[src/rtl/nibble_serial_adder.sv]
// Multi-cycle WIDTH-bit adder: one 4-bit lookahead adder processes a nibble per clock, LSB first.
// Optional signed-overflow output is enabled with `define NIBBLE_SERIAL_ADDER_OVERFLOW_EN.
module nibble_serial_adder #(
  parameter int WIDTH = 16
) (
  input  logic             clk,
  input  logic             reset,
  input  logic             in_valid,
  output logic             in_ready,
  input  logic [WIDTH-1:0] a,
  input  logic [WIDTH-1:0] b,
  input  logic             cin,
  output logic             out_valid,
  input  logic             out_ready,
  output logic [WIDTH-1:0] sum,
  output logic             cout,
`ifdef NIBBLE_SERIAL_ADDER_OVERFLOW_EN
  output logic             ovf,
`endif
  output logic             busy
);

  localparam int NIB  = WIDTH / 4;
  localparam int IDXW = (NIB > 1) ? $clog2(NIB) : 1;
  localparam logic [IDXW-1:0] LAST_IDX = IDXW'(NIB - 1);

  localparam logic [1:0] IDLE = 2'd0;
  localparam logic [1:0] ADD  = 2'd1;
  localparam logic [1:0] DONE = 2'd2;

  logic [1:0]       state_r;
  logic [IDXW-1:0]  idx_r;
  logic [WIDTH-1:0] a_r;
  logic [WIDTH-1:0] b_r;
  logic             carry_r;
  logic [WIDTH-1:0] sum_r;
  logic             cout_r;
  logic [3:0]       a_nib_s;
  logic [3:0]       b_nib_s;
  logic [3:0]       nib_sum_s;
  logic             nib_cout_s;
`ifdef NIBBLE_SERIAL_ADDER_OVERFLOW_EN
  logic             ovf_r;
`endif

  assign a_nib_s = a_r[{idx_r, 2'b00} +: 4];
  assign b_nib_s = b_r[{idx_r, 2'b00} +: 4];

  lookAheadAdder4 u_cla (
    .a    (a_nib_s),
    .b    (b_nib_s),
    .cin  (carry_r),
    .sum  (nib_sum_s),
    .cout (nib_cout_s)
  );

  // Control FSM, operand capture and nibble-by-nibble result assembly.
  always_ff @(posedge clk or posedge reset) begin
    if (reset) begin
      state_r <= IDLE;
      idx_r   <= '0;
      a_r     <= '0;
      b_r     <= '0;
      carry_r <= 1'b0;
      sum_r   <= '0;
      cout_r  <= 1'b0;
`ifdef NIBBLE_SERIAL_ADDER_OVERFLOW_EN
      ovf_r   <= 1'b0;
`endif
    end else begin
      case (state_r)
        IDLE: begin
          if (in_valid) begin
            a_r     <= a;
            b_r     <= b;
            carry_r <= cin;
            idx_r   <= '0;
            state_r <= ADD;
          end
        end
        ADD: begin
          sum_r[{idx_r, 2'b00} +: 4] <= nib_sum_s;
          carry_r <= nib_cout_s;
          if (idx_r == LAST_IDX) begin
            cout_r  <= nib_cout_s;
`ifdef NIBBLE_SERIAL_ADDER_OVERFLOW_EN
            // nib_sum_s[3] is the final result MSB written on this edge
            ovf_r   <= (a_r[WIDTH-1] == b_r[WIDTH-1]) & (nib_sum_s[3] != a_r[WIDTH-1]);
`endif
            idx_r   <= '0;
            state_r <= DONE;
          end else begin
            idx_r   <= idx_r + IDXW'(1'b1);
          end
        end
        DONE: begin
          if (out_ready) begin
            state_r <= IDLE;
          end
        end
        default: begin
          state_r <= IDLE;
        end
      endcase
    end
  end

  assign in_ready  = (state_r == IDLE);
  assign out_valid = (state_r == DONE);
  assign busy      = (state_r == ADD);
  assign sum       = sum_r;
  assign cout      = cout_r;
`ifdef NIBBLE_SERIAL_ADDER_OVERFLOW_EN
  assign ovf       = ovf_r;
`endif

endmodule

// Team 4-bit carry-lookahead adder; all carries computed directly from generate/propagate.
module lookAheadAdder4 (
  input  logic [3:0] a,
  input  logic [3:0] b,
  input  logic       cin,
  output logic [3:0] sum,
  output logic       cout
);

  logic [3:0] p_s;
  logic [3:0] g_s;
  logic [4:0] c_s;

  assign p_s    = a ^ b;
  assign g_s    = a & b;
  assign c_s[0] = cin;
  assign c_s[1] = g_s[0] | (p_s[0] & cin);
  assign c_s[2] = g_s[1] | (p_s[1] & g_s[0]) | (p_s[1] & p_s[0] & cin);
  assign c_s[3] = g_s[2] | (p_s[2] & g_s[1]) | (p_s[2] & p_s[1] & g_s[0])
                | (p_s[2] & p_s[1] & p_s[0] & cin);
  assign c_s[4] = g_s[3] | (p_s[3] & g_s[2]) | (p_s[3] & p_s[2] & g_s[1])
                | (p_s[3] & p_s[2] & p_s[1] & g_s[0])
                | (p_s[3] & p_s[2] & p_s[1] & p_s[0] & cin);
  assign sum    = p_s ^ c_s[3:0];
  assign cout   = c_s[4];

endmodule

[config.mk]
export PLATFORM = sky130hd
export DESIGN_NAME = nibble_serial_adder
export DESIGN_NICKNAME = d
export VERILOG_FILES = /design/src/rtl/nibble_serial_adder.sv
export SDC_FILE = /design/constraint.sdc
export NUM_CORES = 1
export LEC_CHECK = 0
export ABC_AREA = 0
export CAP_MARGIN = 0
export CORE_MARGIN = 2
export CORE_UTILIZATION = 30
export DETAILED_ROUTE_END_ITERATION = 8
export SYNTH_ARGS = -nofsm -noshare
export SYNTH_HDL_FRONTEND = slang
export SYNTH_SLANG_ARGS = --single-unit
[constraint.sdc]
create_clock -name clk -period 2.3 [get_ports clk]
set_input_delay 0.46 -clock clk [delete_from_list [all_inputs] [get_ports clk]]
set_output_delay 0.46 -clock clk [all_outputs]
set_load 0.01 [all_outputs]
# Yosys cells after proc, flatten, opt, wreduce, memory -nomap -nowiden
# Cells that the tools add are included.
# word_totals
memories	0
mem_bits_rw	0
out_inout_bits	20
reg_bits	54
latch_bits	0
input_bits	37
romBits	0
# classes
n_mux	10
n_bitwise	29
n_addsub	2
shift	4
mul	0
n_reduce_logical	6
div	0
magnitude_cmp	0
n_eq_ne	6
# ops
cell	n
16-bit by 5-bit indexed part select with 4-bit output	2
1-bit AND	16
16-bit bitwise mux	1
4-bit by 6-bit variable shift with 16-bit output, first input constant	1
4-bit by 6-bit indexed part select with 16-bit output	1
2-bit 2-to-1 mux	5
1-bit bitwise OR	10
4-bit XOR	2
4-bit negation with 6-bit output	1
2-bit one-hot mux with 3 select lines	1
2-bit AND reduction	3
4-bit AND	1
2-bit equality test, second input constant	2
2-bit by 1-bit inequality test with 1-bit output, second input constant	2
2-bit one-hot mux with 2 select lines	1
3-bit AND reduction	1
2-bit by 1-bit adder with 2-bit output, second input constant	1
2-bit by 1-bit equality test with 1-bit output, second input constant	1
2-bit zero test	1
2-bit inequality test, second input constant	1
1-bit one-hot mux with 2 select lines	1
2-bit nonzero test	1
1-bit 2-to-1 mux	1

# Depth between registers and ports, before layout
# Gate-level depths: netlist (run 1).
# logic_depth
word_depth	9
depth_mapped	6
depth_no_buf	5

# Modules after synthesis
# A second synthesis (run 1) with hierarchy kept.
# hier_totals
cells_unflattened	197
area_unflattened_um2	2741.4
# modules_own_cells
module	n_inst	seq_area_each_um2	area_each_um2	cells_per_inst
nibble_serial_adder	1	1351.3	2593.7	180
lookAheadAdder4	1	0.0	147.6	17

# Worst setup path before layout (run 1)
# Ideal clock, no wire load.
# synth_timing
kind	register to register
start	register idx_r[0]
end	register sum_r[14], in the netlist sum[14]
stages_incl_launch_ff	7
setup_time_ns	0.143
required_time_ns	2.157
slack_ns	-0.254
path_buffers	1
arrival_time_ns	2.411
path_cell_list	dfrtp_1 > buf_2 > mux4_2 > ha_1 > a21o_1 > a211oi_1 > o31ai_1
# synth_between
elab_chain_cells	9
elab_cells_between_ends	24
# synth_rtl
item	line_no	source
from (decl)	32	logic [IDXW-1:0] idx_r;
from (signal assigned)	93	idx_r <= idx_r + IDXW'(1'b1);
16-bit by 5-bit indexed part select with 4-bit output (on tied branches)	46, 47	
4-bit XOR / 4-bit AND (equally long branches)	132, 133	
1-bit AND (on tied branches)	137, 138	
1-bit bitwise OR, or another cell as far along	137	assign c_s[3] = g_s[2] | (p_s[2] & g_s[1]) | (p_s[2] & p_s[1] & g_s[0])
1-bit bitwise OR / 1-bit AND (equally long branches)	137, 138	
1-bit bitwise OR	138	| (p_s[2] & p_s[1] & p_s[0] & cin);
4-bit XOR	142	assign sum = p_s ^ c_s[3:0];
4-bit by 6-bit indexed part select with 16-bit output	82	sum_r[{idx_r, 2'b00} +: 4] <= nib_sum_s;
16-bit bitwise mux (*)	82	
to (signal, indexed assignment)	82	
to (decl)	36	logic [WIDTH-1:0] sum_r;
# Every way passes the cells marked *; elsewhere a longest branch is shown, timed or not.
# A chain may end at the register's enable or synchronous reset.

# Worst setup path after layout (run 1)
# layout_timing
start	register idx_r[0]
end	register sum_r[3], in the netlist sum[3]
# The elaborated chain is that of the path after synthesis.

==> flow_summary_export.csv, run 1 <==
group,metric,value,unit
synthesis,async_reset_ff_share,100,%
sta,finalSetupViolCount,0,
placement,dp.cells,358,
cells_and_area,multiInputGateArea,1260,um2
clock_tree,cts_sinks,54,
routing,top_layer,"met4",
worst_hold_path,hold_path_class,"in -> async",
placement,placed_cell_area,3340,um2
floorplan,die_w,96.6,um
floorplan,ioPinCount,57,
synthesis,synth_seq_area_share,52.5,%
synthesis,synth_area_leaders,"dfrtp_1 (53%), mux2_2 (14%), mux4_2 (7.0%), ha_1 (5.3%), nand2_1 (2.8%)",
cells_and_area,mostFrequentLayoutCells,"clkdlybuf4s50_1 (56), dfrtp_1 (52), mux2_2 (32)",
global_routing,antenna_found_initial,0,
clock_tree,root_buffer,"clkbuf_8",
synthesis,synth.net_count,241,
clock_tree,cts_tree,"yes",
worst_setup_path,path_class,"reg -> reg",
synthesis,synthFlopType,"dfrtp_1",
pwr,p_leak,0.00146,uW
global_routing,grt_max_degree,55,
cells_and_area,final_common_cell,"clkdlybuf4s50_1",
worst_setup_path,cp_data_required_time,2.52,ns
sta,whs,0.486,ns
floorplan,initial_utilization,31.2,%
synthesis,synthCells,192,
global_routing,grt_pass1_wl,8.73,mm
sta,worst_pin_slew,0.360,ns
sta,slew_headroom,76.0,%
placement,gp_congestion,0.854,
cells_and_area,fin_util,43.3,%
synthesis,ys.warnings.count,0,
cells_and_area,drive_above_1_share,31.7,%
routing,wl_met1,2.54,mm
routing,detail_route.wl_per_cell,14.6,um
cells_and_area,finalInstanceArea,3580,um2
floorplan,die_y,96.6,um
worst_setup_path,cp_max_fo,8,
routing,first_pass_iters,4,
job,max_cap_viol_count,0,
global_routing,grt_overflow,0,
outcome,status,"complete, no violations",
synthesis,ys_seq_elements,54,
global_routing,gr-usage-all-layers,11.6,%
clock_tree,cts_buffer_depth,2,
cells_and_area,synthToLayoutAreaGrowth,39.1,%
routing,vias,1763,
routing,vias_per_cell,4.80,
cells_and_area,fill_cells,796,
cells_and_area,diodes,0,
synthesis,ys_types,34,
sta,clock_skew,0.0181,ns
worst_setup_path,worstPathArrival,2.43,ns
sta,finalCritPeriodShare,95.8,%
pwr,ir_drop,0.000538,V
routing,wirelength,5.34,mm
synthesis,synth_top_cell_area_share,52.5,%
synthesis,synth_edf_count,0,
clock_tree,clkSlewWorstSetupHoldPaths,0.10,ns
global_routing,grt_pass1_vias,1736,
routing,wl_met3,230,um
routing,drcViolationCount,0,
cells_and_area,final_nets,310,
clock_tree,cts_buffers,5,
routing,met2_length,2.48,mm
placement,io_buffers,56,
clock_tree,insertion_delay,0.32,ns
sta,hold_viol,0,
pwr,power_density,1630,nW/um2
routing,drtIter0Drc,96,
clock_tree,cts.htree.levels,2,
synthesis,synth_largest_area_cell,"dfrtp_1",
sta,fmax,0.454,GHz
cells_and_area,regArea,1350,um2
worst_setup_path,start_kind,"flip-flop",
floorplan,core_area,8260,um2
synthesis,avgSynthCellArea,13.4,um2
sta,slew_violations,0,
sta,fin_crit,2.20,ns
placement,dp_hpwl,3.99,mm
floorplan,dieArea,9340,um2
cells_and_area,stdcell_count,367,
worst_setup_path,endpoint_kind,"flip-flop",
floorplan,row_count,33,
synthesis,netlist_area,2570,um2
routing,ant_nets,0,
[layer usage]
layer	up-vias	track usage (%)
met3	7	2.96
li1	836	-
met4	0	3.58
met1	879	16.2
met5	-	0
met2	41	17.9
[worst max-delay path, cell delays in order, from the launching register on]
cell     delay, ns
dfrtp_2       0.53
mux4_2        0.61
buf_6         0.15
ha_2          0.19
a21oi_2       0.13
o22ai_2       0.10
buf_4         0.17
o31ai_4       0.22
[registers in the layout, summed over array words and instances, names as in the netlist]
signal,cells
a_r,16
b_r,16
sum,16
idx_r,2
state_r,2
carry_r,1
cout,1
[kinds of logic (layout without fill, tap and decap cells)]
family,Yosys count,in the layout,synth area share [%]
xor gates and xnor gates,1,1,0.340
and+or+nand+nor,36,36,7.92
DFF,54,54,52.5
adders and majority gates,12,12,6.13
muxes,40,40,21.0
buffers and inverters,14,84,2.67
AOI/OAI and AO/OA,35,35,9.43
[synthesized netlist by cell type (2+ instances only)]
master / number
o31ai_2: 2
a211oi_1: 3
ha_1: 11
nand3b_1: 3
buf_4: 4
nor2_1: 4
inv_1: 8
o31ai_1: 8
a21oi_1: 3
mux4_2: 8
nand2_1: 19
mux2_2: 32
o21bai_1: 2
o21ai_0: 10
dfrtp_1: 54
nand2b_1: 2
or3_1: 2
[what timing repair did]
| action | 4_1_cts | 5_1_grt |
|---|---|---|
| hold buffers | 0 | 0 |
| setup buffers | 0 | 1 |
| hold endpoints to repair | 0 | 0 |
| gates resized for setup | 0 | 21 |
| setup endpoints to repair | 0 | 12 |
[through the flow]
step | TNS, ns | power, uW | setup slack, ns
after floorplan | 0 | 3590 | 0.0130
after global placement | 0 | 4550 | 0.104
final | 0 | 5840 | 0.0956
after CTS | 0 | 5290 | 0.00605
after detailed placement | 0 | 4610 | 0.0538
after global routing | -0.00407 | 6270 | -0.00407
[final cells by class]
cell class / count / area share [%]
Clock buffer: 7 / 2.41
Timing Repair Buffer: 68 / 19.1
Tap cell: 105 / 3.67
Multi-Input combinational cell: 124 / 35.3
Clock inverter: 1 / 0.839
Sequential cell: 54 / 37.8
Inverter: 8 / 0.839
[final timing paths]
check | slack, ns | endpoint | from | cells past startpoint
min in group clk | 0.49 | sum[12] | sum[12] | 2
worst min-delay path | 0.49 | state_r[0] | reset | 3
max in group asynchronous | 1.53 | a_r[0] | reset | 3
worst max register to register | 0.1 | sum[3] | idx_r[0] | 7
worst max-delay path | 0.1 | sum[3] | idx_r[0] | 7
worst min register to register | 0.49 | sum[12] | sum[12] | 2
[report_power, final]
group / total, uW / switching, uW / leakage, uW / internal (uW)
logic: 3480 / 1620 / 0.000733 / 1860
clock network: 661 / 306 / 0.0000585 / 355
registers: 1700 / 326 / 0.000666 / 1370
total: 5840 / 2250 / 0.00146 / 3590
No activity file was read; power rests on OpenSTA's default activity.
==> inputs of run 2 (changes only) <==
CORE_UTILIZATION = 45   (was 30)
PLACE_DENSITY = 0.75   (was default)
==> flow_summary_export.csv, run 2 (synthesis results as in run 1) <==
group,metric,value,unit
cells_and_area,fin_util,63.3,%
cells_and_area,drive_above_1_share,29.3,%
floorplan,ioPinCount,57,
floorplan,dieArea,6340,um2
sta,fin_crit,2.22,ns
cells_and_area,final_nets,314,
routing,vias_per_cell,5.26,
pwr,power_density,1610,nW/um2
pwr,p_leak,0.00146,uW
job,max_cap_viol_count,0,
sta,clock_skew,0.00385,ns
cells_and_area,mostFrequentLayoutCells,"clkdlybuf4s50_1 (56), dfrtp_1 (52), mux2_2 (32)",
clock_tree,cts_buffers,5,
worst_hold_path,hold_path_class,"reg -> reg",
floorplan,die_w,79.6,um
pwr,p_total,5600,uW
worst_setup_path,cp_data_required_time,2.52,ns
worst_setup_path,worstPathArrival,2.44,ns
outcome,status,"complete, no violations",
sta,finalSetupViolCount,0,
worst_setup_path,r2r_end,"sum[7]",
cells_and_area,synthToLayoutAreaGrowth,35.5,%
global_routing,grt_pass1_vias,1873,
clock_tree,insertion_delay,0.31,ns
cells_and_area,diodes,0,
clock_tree,clkSlewWorstSetupHoldPaths,0.10,ns
cells_and_area,finalInstanceArea,3490,um2
worst_setup_path,start_kind,"flip-flop",
worst_setup_path,cpPeakStageDelay,0.57,ns
clock_tree,cts_buffer_depth,2,
global_routing,grt_max_degree,36,
worst_setup_path,crit_slowest_cell,"mux4_2",
sta,fmax,0.450,GHz
floorplan,initial_utilization,46.7,%
clock_tree,cts_tree,"yes",
pwr,ir_drop,0.000843,V
floorplan,row_count,27,
routing,wirelength,5.22,mm
routing,vias,1777,
worst_setup_path,reg2reg_slack,0.08,ns
clock_tree,cts_sinks,54,
sta,finalCritPeriodShare,96.6,%
worst_hold_path,worstHoldPathCells,2,
clock_tree,cts.htree.levels,2,
placement,placed_cell_area,3280,um2
placement,dp_hpwl,3.90,mm
clock_tree,root_buffer,"clkbuf_8",
clock_tree,holdBufCountCts,0,
routing,first_pass_iters,4,
placement,io_buffers,56,
cells_and_area,fill_cells,416,
worst_setup_path,r2r-start,"idx_r[0]",
worst_hold_path,min_from,"sum[9]",
placement,gp_congestion,0.800,
global_routing,grt_overflow,0,
routing,detail_route.wl_per_cell,15.4,um
cells_and_area,final_common_cell,"clkdlybuf4s50_1",
worst_setup_path,rr_worst_depth,7,
routing,drcViolationCount,0,
global_routing,grt_pass1_wl,8.90,mm
worst_setup_path,cpMostUsedCell,"buf_4",
global_routing,gr-usage-all-layers,17.9,%
sta,worst_pin_slew,0.591,ns
sta,hold_viol,0,
global_routing,antenna_found_initial,0,
worst_setup_path,crit_buf_inv,2,
routing,drtIter0Drc,81,
worst_hold_path,whs_endpoint,"sum[9]",
sta,slew_headroom,60.5,%
routing,ant_nets,0,
worst_setup_path,endpoint_kind,"flip-flop",
sta,slew_violations,0,
sta,setup_tns,0,ns
floorplan,core_area,5510,um2
worst_setup_path,path_class,"reg -> reg",
worst_setup_path,cp_top_family,"multiplexers",
worst_setup_path,cp_cell_sequence,"mux4_2, buf_4, ha_1, a21oi_2, o22ai_1, buf_4, o31ai_1",
floorplan,die_y,79.6,um
worst_setup_path,cp_max_fo,7,
-- run 2: how the worst max path moves through the flow --
stage	depth (start not counted)	endpoint	start	slack (ns)
2_1_floorplan	6	sum[14]	idx_r[0]	0.01
3_3_place_gp	5	sum[6]	idx_r[0]	0.11
3_5_place_dp	7	sum[7]	idx_r[0]	0.05
4_1_cts	7	sum[7]	idx_r[0]	0.02
5_1_grt	7	sum[7]	idx_r[0]	-0.02
6_report	7	sum[7]	idx_r[0]	0.08
-- run 2: report_power, final --
group / internal (uW) / switching, uW
clock: 277 / 314
combinational: 1770 / 1550
sequential: 1370 / 316
-- run 2: stage by stage --
stage                     hold slack (ns)  instances  setup slack (ns)
after global routing                0.528        338           -0.0197
after detailed placement            0.470        324            0.0468
final                               0.484        338            0.0777
after CTS                           0.492        332            0.0232
after floorplan                     0.475        192            0.0130
after global placement              0.463        324             0.110
-- run 2: routing by layer --
metal | share of wire (%) | track usage, %
met1 | 46 | 23.9
met2 | 49 | 30.1
met3 | 4.1 | 3.51
met4 | 0.84 | 4.48
met5 | 0 | 0
-- run 2: what timing repair did --
action                     CTS  global route
hold endpoints to repair     0             0
gates resized for setup      0            11
setup buffers                0             6
setup endpoints to repair    0            12
-- run 2: tightest hold or removal path, stage by stage (launching register included) --
cell and delay, ns:
dfrtp_1 0.35, nand2_1 0.04, o21ai_0 0.06
-- run 2: layout make-up --
| cell class | instances | area [um2] | area share (%) |
|---|---|---|---|
| tap | 72 | 90.1 | 2.58 |
| clock buffer | 7 | 96.3 | 2.76 |
| inverter | 8 | 30.0 | 0.861 |
| timing repair buffer | 72 | 701 | 20.1 |
| clock inverter | 1 | 8.76 | 0.251 |
| multi-input combinational | 124 | 1210 | 34.6 |
| sequential | 54 | 1350 | 38.8 |
